$ cat src/rtl/mem_port_arbiter.sv
// Shares one single-ported memory between the IF fetch port and the MEM load/store port.
// Define MEMARB_PERF_EN to add the stall/conflict performance counters.
module mem_port_arbiter #(
    parameter int unsigned ADDR_W      = 32,
    parameter int unsigned DATA_W      = 32,
    parameter int unsigned TIMEOUT_CYC = 255
) (
    input  logic                clk,
    input  logic                rst,
    input  logic                if_req,
    input  logic [ADDR_W-1:0]   if_addr,
    input  logic                if_cancel,
    output logic                if_valid,
    output logic [DATA_W-1:0]   if_rdata,
    input  logic                d_req,
    input  logic                d_we,
    input  logic [ADDR_W-1:0]   d_addr,
    input  logic [DATA_W-1:0]   d_wdata,
    input  logic [DATA_W/8-1:0] d_wmask,
    output logic                d_valid,
    output logic [DATA_W-1:0]   d_rdata,
    output logic                mem_req,
    output logic                mem_we,
    output logic [ADDR_W-1:0]   mem_addr,
    output logic [DATA_W-1:0]   mem_wdata,
    output logic [DATA_W/8-1:0] mem_wmask,
    input  logic                mem_ack,
    input  logic [DATA_W-1:0]   mem_rdata,
    output logic                stall_if,
    output logic                stall_mem,
`ifdef MEMARB_PERF_EN
    output logic [31:0]         cnt_if_stall,
    output logic [31:0]         cnt_mem_stall,
    output logic [31:0]         cnt_conflict,
`endif
    output logic                err
);

    typedef enum logic [1:0] {StIdle, StDAcc, StIAcc, StIDrop} state_e;

    state_e                state_q, state_d;
    logic [15:0]           tmo_q, tmo_d;
    logic                  err_q, err_d;
    logic                  we_q, we_d;
    logic [ADDR_W-1:0]     addr_q, addr_d;
    logic [DATA_W-1:0]     wdata_q, wdata_d;
    logic [DATA_W/8-1:0]   wmask_q, wmask_d;
    logic [16:0]           tmo_inc;
    logic                  tmo_hit;

    assign tmo_inc = {1'b0, tmo_q} + 17'd1;
    assign tmo_hit = {15'd0, tmo_inc} >= TIMEOUT_CYC;

    always_comb begin
        state_d  = state_q;
        tmo_d    = tmo_q;
        err_d    = err_q;
        we_d     = we_q;
        addr_d   = addr_q;
        wdata_d  = wdata_q;
        wmask_d  = wmask_q;
        if_valid = 1'b0;
        d_valid  = 1'b0;

        unique case (state_q)
            StIdle: begin
                tmo_d = '0;
                // Data wins: the MEM-stage instruction is older than the fetch.
                if (d_req) begin
                    we_d    = d_we;
                    addr_d  = d_addr;
                    wdata_d = d_wdata;
                    wmask_d = d_wmask;
                    state_d = StDAcc;
                end else if (if_req && !if_cancel) begin
                    we_d    = 1'b0;
                    addr_d  = if_addr;
                    wdata_d = '0;
                    wmask_d = '0;
                    state_d = StIAcc;
                end
            end
            StDAcc: begin
                if (mem_ack) begin
                    d_valid = 1'b1;
                    state_d = StIdle;
                end
            end
            StIAcc: begin
                if (mem_ack) begin
                    if_valid = !if_cancel;
                    state_d  = StIdle;
                end else if (if_cancel) begin
                    state_d = StIDrop;
                end
            end
            StIDrop: begin
                if (mem_ack) state_d = StIdle;
            end
            default: state_d = StIdle;
        endcase

        // Abort a hung access; the requester keeps its req and is re-granted from idle.
        if (state_q != StIdle && !mem_ack) begin
            if (tmo_hit) begin
                err_d   = 1'b1;
                state_d = StIdle;
            end else begin
                tmo_d = tmo_inc[15:0];
            end
        end
    end

    always_ff @(posedge clk) begin
        if (rst) begin
            state_q <= StIdle;
            tmo_q   <= '0;
            err_q   <= 1'b0;
            we_q    <= 1'b0;
            addr_q  <= '0;
            wdata_q <= '0;
            wmask_q <= '0;
        end else begin
            state_q <= state_d;
            tmo_q   <= tmo_d;
            err_q   <= err_d;
            we_q    <= we_d;
            addr_q  <= addr_d;
            wdata_q <= wdata_d;
            wmask_q <= wmask_d;
        end
    end

    assign mem_req   = (state_q != StIdle);
    assign mem_we    = (state_q == StDAcc) && we_q;
    assign mem_addr  = addr_q;
    assign mem_wdata = wdata_q;
    assign mem_wmask = wmask_q;
    assign if_rdata  = mem_rdata;
    assign d_rdata   = mem_rdata;
    assign stall_if  = if_req && !if_valid && !if_cancel;
    assign stall_mem = d_req && !d_valid;
    assign err       = err_q;

`ifdef MEMARB_PERF_EN
    always_ff @(posedge clk) begin
        if (rst) begin
            cnt_if_stall  <= '0;
            cnt_mem_stall <= '0;
            cnt_conflict  <= '0;
        end else begin
            if (stall_if)  cnt_if_stall  <= cnt_if_stall + 32'd1;
            if (stall_mem) cnt_mem_stall <= cnt_mem_stall + 32'd1;
            if (state_q == StIdle && d_req && if_req) cnt_conflict <= cnt_conflict + 32'd1;
        end
    end
`endif

endmodule

$ cat config.mk
export PLATFORM = sky130hd
export DESIGN_NAME = mem_port_arbiter
export DESIGN_NICKNAME = d
export VERILOG_FILES = /design/src/rtl/mem_port_arbiter.sv
export SDC_FILE = /design/constraint.sdc
export NUM_CORES = 1
export LEC_CHECK = 0
export ABC_AREA = 1
export CORE_UTILIZATION = 40
export CTS_CLUSTER_DIAMETER = 40
export DETAILED_ROUTE_END_ITERATION = 8
export PLACE_DENSITY = 0.87
export RECOVER_POWER = 100
export SETUP_SLACK_MARGIN = 0.2
export SYNTH_ARGS = -nofsm -noshare
export SYNTH_HDL_FRONTEND = slang
export SYNTH_SLANG_ARGS = --single-unit
$ cat constraint.sdc
create_clock -name clk -period 2.8 [get_ports clk]
set_input_delay 0.56 -clock clk [delete_from_list [all_inputs] [get_ports clk]]
set_output_delay 0.56 -clock clk [all_outputs]
set_load 0.005 [all_outputs]
==> metrics.cfg, run 1 <==
[synth]
async_flop_share=0
synth-edff-count=0
synth_cell_types=27
synthFlopType=dfxtp_1
synth-seq-cells=88
ys_top_cells_by_area=dfxtp_1 (40%), a21oi_1 (12%), nand2_1 (11%)
syn_nets=781
synthCells=640
synth_common_cells=nand2_1 (134), a21oi_1 (104), dfxtp_1 (88)
synth_top_area_share=0.398
synth_top_cell_by_area=dfxtp_1
syn_avg_cell_area_um2=6.91
ys_seq_area_frac=0.398
synth.most_common_cell=nand2_1
synth_area_um2=4420
yosysWarnings=0

[die]
design.die.area_um2=11500
fp.dieW_um=107
rows=38
dieHeight_um=107
initial_utilization=0.410
ios=278
core_um2=10800

[clocking]
cts_tree=done
cts_buffers=9
cts_sinks=88
htree_levels=3
clk_pin_slew_ns=0.08
ctsHoldBuffers=0
post_cts_buffers=0
clock_latency_ns=0.35
root_buffer=clkbuf_8
cts_buffer_depth=2

[finish]
final_nets=888
syn_to_final_growth_pct=37.1
fin_util=0.562
antenna_cells=0
drive_gt1_frac=0.0586
num-fill-cells=982

[critical_path]
crit_type=primary input to primary output
worstPathMaxFanout=2
path_cells=clkdlybuf4s50_1 -> or2_2 -> nor3_1 -> clkdlybuf4s50_1
arrival_ns=2.03
crit_end=if_valid
worstRegToRegCells=13
r2r_end=tmo_q[0]
critPathMostFrequentCell=clkdlybuf4s50_1
end_kind=primary output
reg2reg_from=tmo_q[1]
regToRegSetupSlack_ns=0.40
worstSetupStartpoint=if_cancel
critPathSlowestCell=clkdlybuf4s50_1
required_ns=2.24
crit_path_max_incr_delay_ns=0.55
start_kind=primary input

[sta]
rsz0062_at_grt=false
finalCritPeriodShare=0.926
drv_slew=0
finalWorstSetupSlack_ns=0.208
finalCriticalPeriod_ns=2.59
hold_viol=0
clock_skew_ns=0.00903
max_freq_ghz=0.386
setup_violations=0
final.setup.tns_ns=0
relSlewSlack=0.476
worst_slew_pin_slew_ns=0.782

[drt]
wl_per_cell_um=13.1
dr_total_vias=4243
dr.pass1.iters=4
drt-initial-drc-count=150
via_per_inst=4.76
antenna_left=0
routed_wl_um=11600
drc=0

[worst_hold_path]
hold_path_class=flop to flop
hold_depth=2

[global_routing]
antenna_found_initial=0
grt_overflow=0
grt_use_total=0.205
grt_pass1_wl_um=18800
grt_max_degree=65
grt_pass1_vias=4071

[pwr]
p_int_mw=2.15
clkPwrFrac=0.330
switching_power_mw=0.750
finalPower_mw=2.91
powerDensity_nw_per_um2=479
p_leak_nw=2.59
swShare=0.258
power_frac_comb=0.196
ir_drop_v=0.000294
pwr-share-seq=0.474

[placement]
gp_congestion=0.838
dpl_worst_slack_ns=0.230
dpl.hpwl_um=8520
port_buffers=181

[outcome]
status=complete, no violations

[job]
maxCapViolations=0

==> through the flow <==
| stage | cell area, um2 | std cells | hold slack [ns] |
|---|---|---|---|
| floorplan | 4420 | 640 | 0.441 |
| global placement | 5870 | 876 | 0.448 |
| detailed placement | 5870 | 876 | 0.452 |
| CTS | 6080 | 891 | 0.465 |
| global route | 6060 | 891 | 0.480 |
| finish | 6060 | 891 | 0.460 |
==> critical path: cells and delay by family <==
kind / cells / cell delay (ns)
buffers and inverters: 2 / 0.96
AND/OR/NAND/NOR: 2 / 0.51
==> logic make-up (layout without fill, tap and decap cells) <==
family,Yosys count,after routing,synth area share
and+or+nand+nor,237,237,0.223
xor gates and xnor gates,1,1,0.00198
AOI/OAI and AO/OA,157,157,0.183
DFF,88,88,0.398
buffers and inverters,155,266,0.188
adders and majority gates,2,2,0.00566
==> flip-flops by register name, indices dropped and copies added, names as in the netlist <==
name       flops
mem_wmask      4
err            1
tmo_q         16
mem_wdata     32
we_q           1
state_q        2
mem_addr      32
==> power by group through the flow <==
stage                     Clock [mW]  Combinational (mW)  Sequential, mW
after global routing            1.03               0.628            1.39
after detailed placement           0               0.603            1.41
after global placement             0               0.595            1.41
final                          0.958               0.570            1.38
after floorplan                    0               0.291            1.41
after CTS                      0.981               0.606            1.38
==> cell type report <==
cell class	count	area [um2]	share of cell area
clock buffers	10	128	0.0210
repair buffers	190	1870	0.308
multi-input cells	397	1820	0.300
well taps	140	175	0.0289
inverters	61	229	0.0378
flip-flops and latches	88	1760	0.291
clock inverters	5	81.3	0.0134
==> routing by layer <==
metal	vias up	track usage	part of all wire
met5	-	0	0
met4	0	0.0753	0.013
met3	21	0.0748	0.082
met2	143	0.362	0.51
met1	1897	0.225	0.39
li1	2182	-	-
==> repair_timing <==
action / in CTS / in global routing
hold endpoints to repair: 0 / 0
endpoints found under the setup margin: 0 / 2
resized for setup: 0 / 1
==> layout by cell type, fill, tap and decap left out, types with 2 or more instances in the layout <==
master and instances:
nand2_1 134, a21oi_1 104, clkbuf_1 2, o21ai_0 38
nand3_1 12, nand2_2 5, clkbuf_8 9, ha_1 2
bufinv_16 2, nor2_2 4, buf_4 6, nor2_4 2
o21ai_1 8, clkdlybuf4s50_1 107, dlygate4sd3_1 73, nor2_1 66
inv_1 59, inv_2 2, dfxtp_1 88, a21oi_2 5
nand3_2 2, nor3_1 6, nand4_1 4
==> worst min path at each step <==
stage                               end  slack [ns]          start
final                     mem_wdata[20]        0.46  mem_wdata[20]
after global routing      mem_wdata[19]        0.48  mem_wdata[19]
after CTS                 mem_wdata[21]        0.46  mem_wdata[21]
after detailed placement  mem_wdata[17]        0.45  mem_wdata[17]
after global placement    mem_wdata[11]        0.45  mem_wdata[11]
after floorplan                    we_q        0.44           we_q
No activity file was read; power rests on OpenSTA's default activity.
==> inputs of run 2 (changes only) <==
- PLACE_DENSITY: 0.87 -> 0.94
==> metrics.cfg, run 2 (same netlist as run 1, synthesis figures left out) <==
[outcome]
status=complete, no violations

[drt]
dr_total_vias=4335
via_per_inst=4.86
routed_wl_um=11900
drt-initial-drc-count=223
dr.pass1.iters=4
antenna_left=0
wl_per_cell_um=13.4
drc=0

[critical_path]
crit_type=primary input to primary output
arrival_ns=2.03
required_ns=2.24
end_kind=primary output
worstPathMaxFanout=5
start_kind=primary input

[die]
core_um2=10800
rows=38
dieHeight_um=107
design.die.area_um2=11500
initial_utilization=0.410
ios=278
fp.dieW_um=107

[finish]
syn_to_final_growth_pct=37.4
num-fill-cells=968
final_cells=892
most-common-layout-cells=nand2_1 (135), clkdlybuf4s50_1 (107), a21oi_1 (105), dfxtp_1 (88), dlygate4sd3_1 (73)
final_common_cell=nand2_1
fin_util=0.563
multi_input_area_um2=1820
final_nets=889
antenna_cells=0
drive_gt1_frac=0.0585
register_area_um2=1760

[clocking]
cts_buffers=9
cts-resized-gates=1
cts_buffer_depth=2
ctsHoldBuffers=0
clock_latency_ns=0.36
clk_pin_slew_ns=0.08
cts_tree=done
root_buffer=clkbuf_8
post_cts_buffers=0
htree_levels=3
cts_sinks=88

[sta]
rsz0062_at_grt=false
worst_slew_pin_slew_ns=1.14
hold_viol=0
relSlewSlack=0.236
finalCritPeriodShare=0.926
finalCriticalPeriod_ns=2.59
finalWorstSetupSlack_ns=0.207
drv_slew=0
clock_skew_ns=0.0113
final.setup.tns_ns=0
hold-worst-slack_ns=0.459
max_freq_ghz=0.386
setup_violations=0

[worst_hold_path]
hold_path_class=flop to flop

[placement]
port_buffers=181
dp.cells=877
gp_congestion=0.858
dpl_worst_slack_ns=0.150
dpl.hpwl_um=8900

[pwr]
p_leak_nw=2.60
ir_drop_v=0.000326
powerDensity_nw_per_um2=483

[global_routing]
grt_use_met1=0.226
grt_use_total=0.210
grt_pass1_vias=4175
use_met3=0.0748
grt_pass1_wl_um=19300
antenna_found_initial=0
grt_overflow=0
grt_max_degree=54
use_met2=0.361
top_usage_layer=met2

[job]
maxCapViolations=0

## run 2: per-stage QoR
stage                     instance area, um2  power, mW
after floorplan                         4420       1.70
after global placement                  5880       2.00
after detailed placement                5880       2.02
after CTS                               6100       2.99
after global routing                    6070       3.07
final                                   6070       2.93
## run 2: final cells by class
| cell class | count | share of cell area |
|---|---|---|
| multi-input cells | 397 | 0.300 |
| well taps | 140 | 0.0288 |
| clock buffers | 9 | 0.0204 |
| inverters | 61 | 0.0377 |
| repair buffers | 191 | 0.308 |
| flip-flops and latches | 88 | 0.290 |
| clock inverters | 6 | 0.0150 |
## run 2: final timing paths
path | endpoint | startpoint | slack (ns) | cells after the start
hold / removal | mem_wdata[16] | mem_wdata[16] | 0.46 | 2
setup reg to reg | mem_wdata[23] | state_q[0] | 0.42 | 6
setup / recovery | if_valid | mem_ack | 0.21 | 4
hold reg to reg | mem_wdata[16] | mem_wdata[16] | 0.46 | 2
## run 2: where the power goes
part           switching (mW)  internal (mW)  total [mW]  leakage [nW]
logic                   0.260          0.317       0.578          1.77
clock network           0.473          0.505       0.977         0.110
registers              0.0387           1.34        1.38         0.723
## run 2: layer usage
layer	wire length, um	part of all wire
met1	4670	0.39
met2	5900	0.49
met3	1000	0.084
met4	371	0.031
met5	0	0
## run 2: worst max-delay path, stage by stage
cell and delay [ns]:
dlygate4sd3_1 0.57, inv_1 0.13, nor3_2 0.23, clkdlybuf4s50_1 0.55
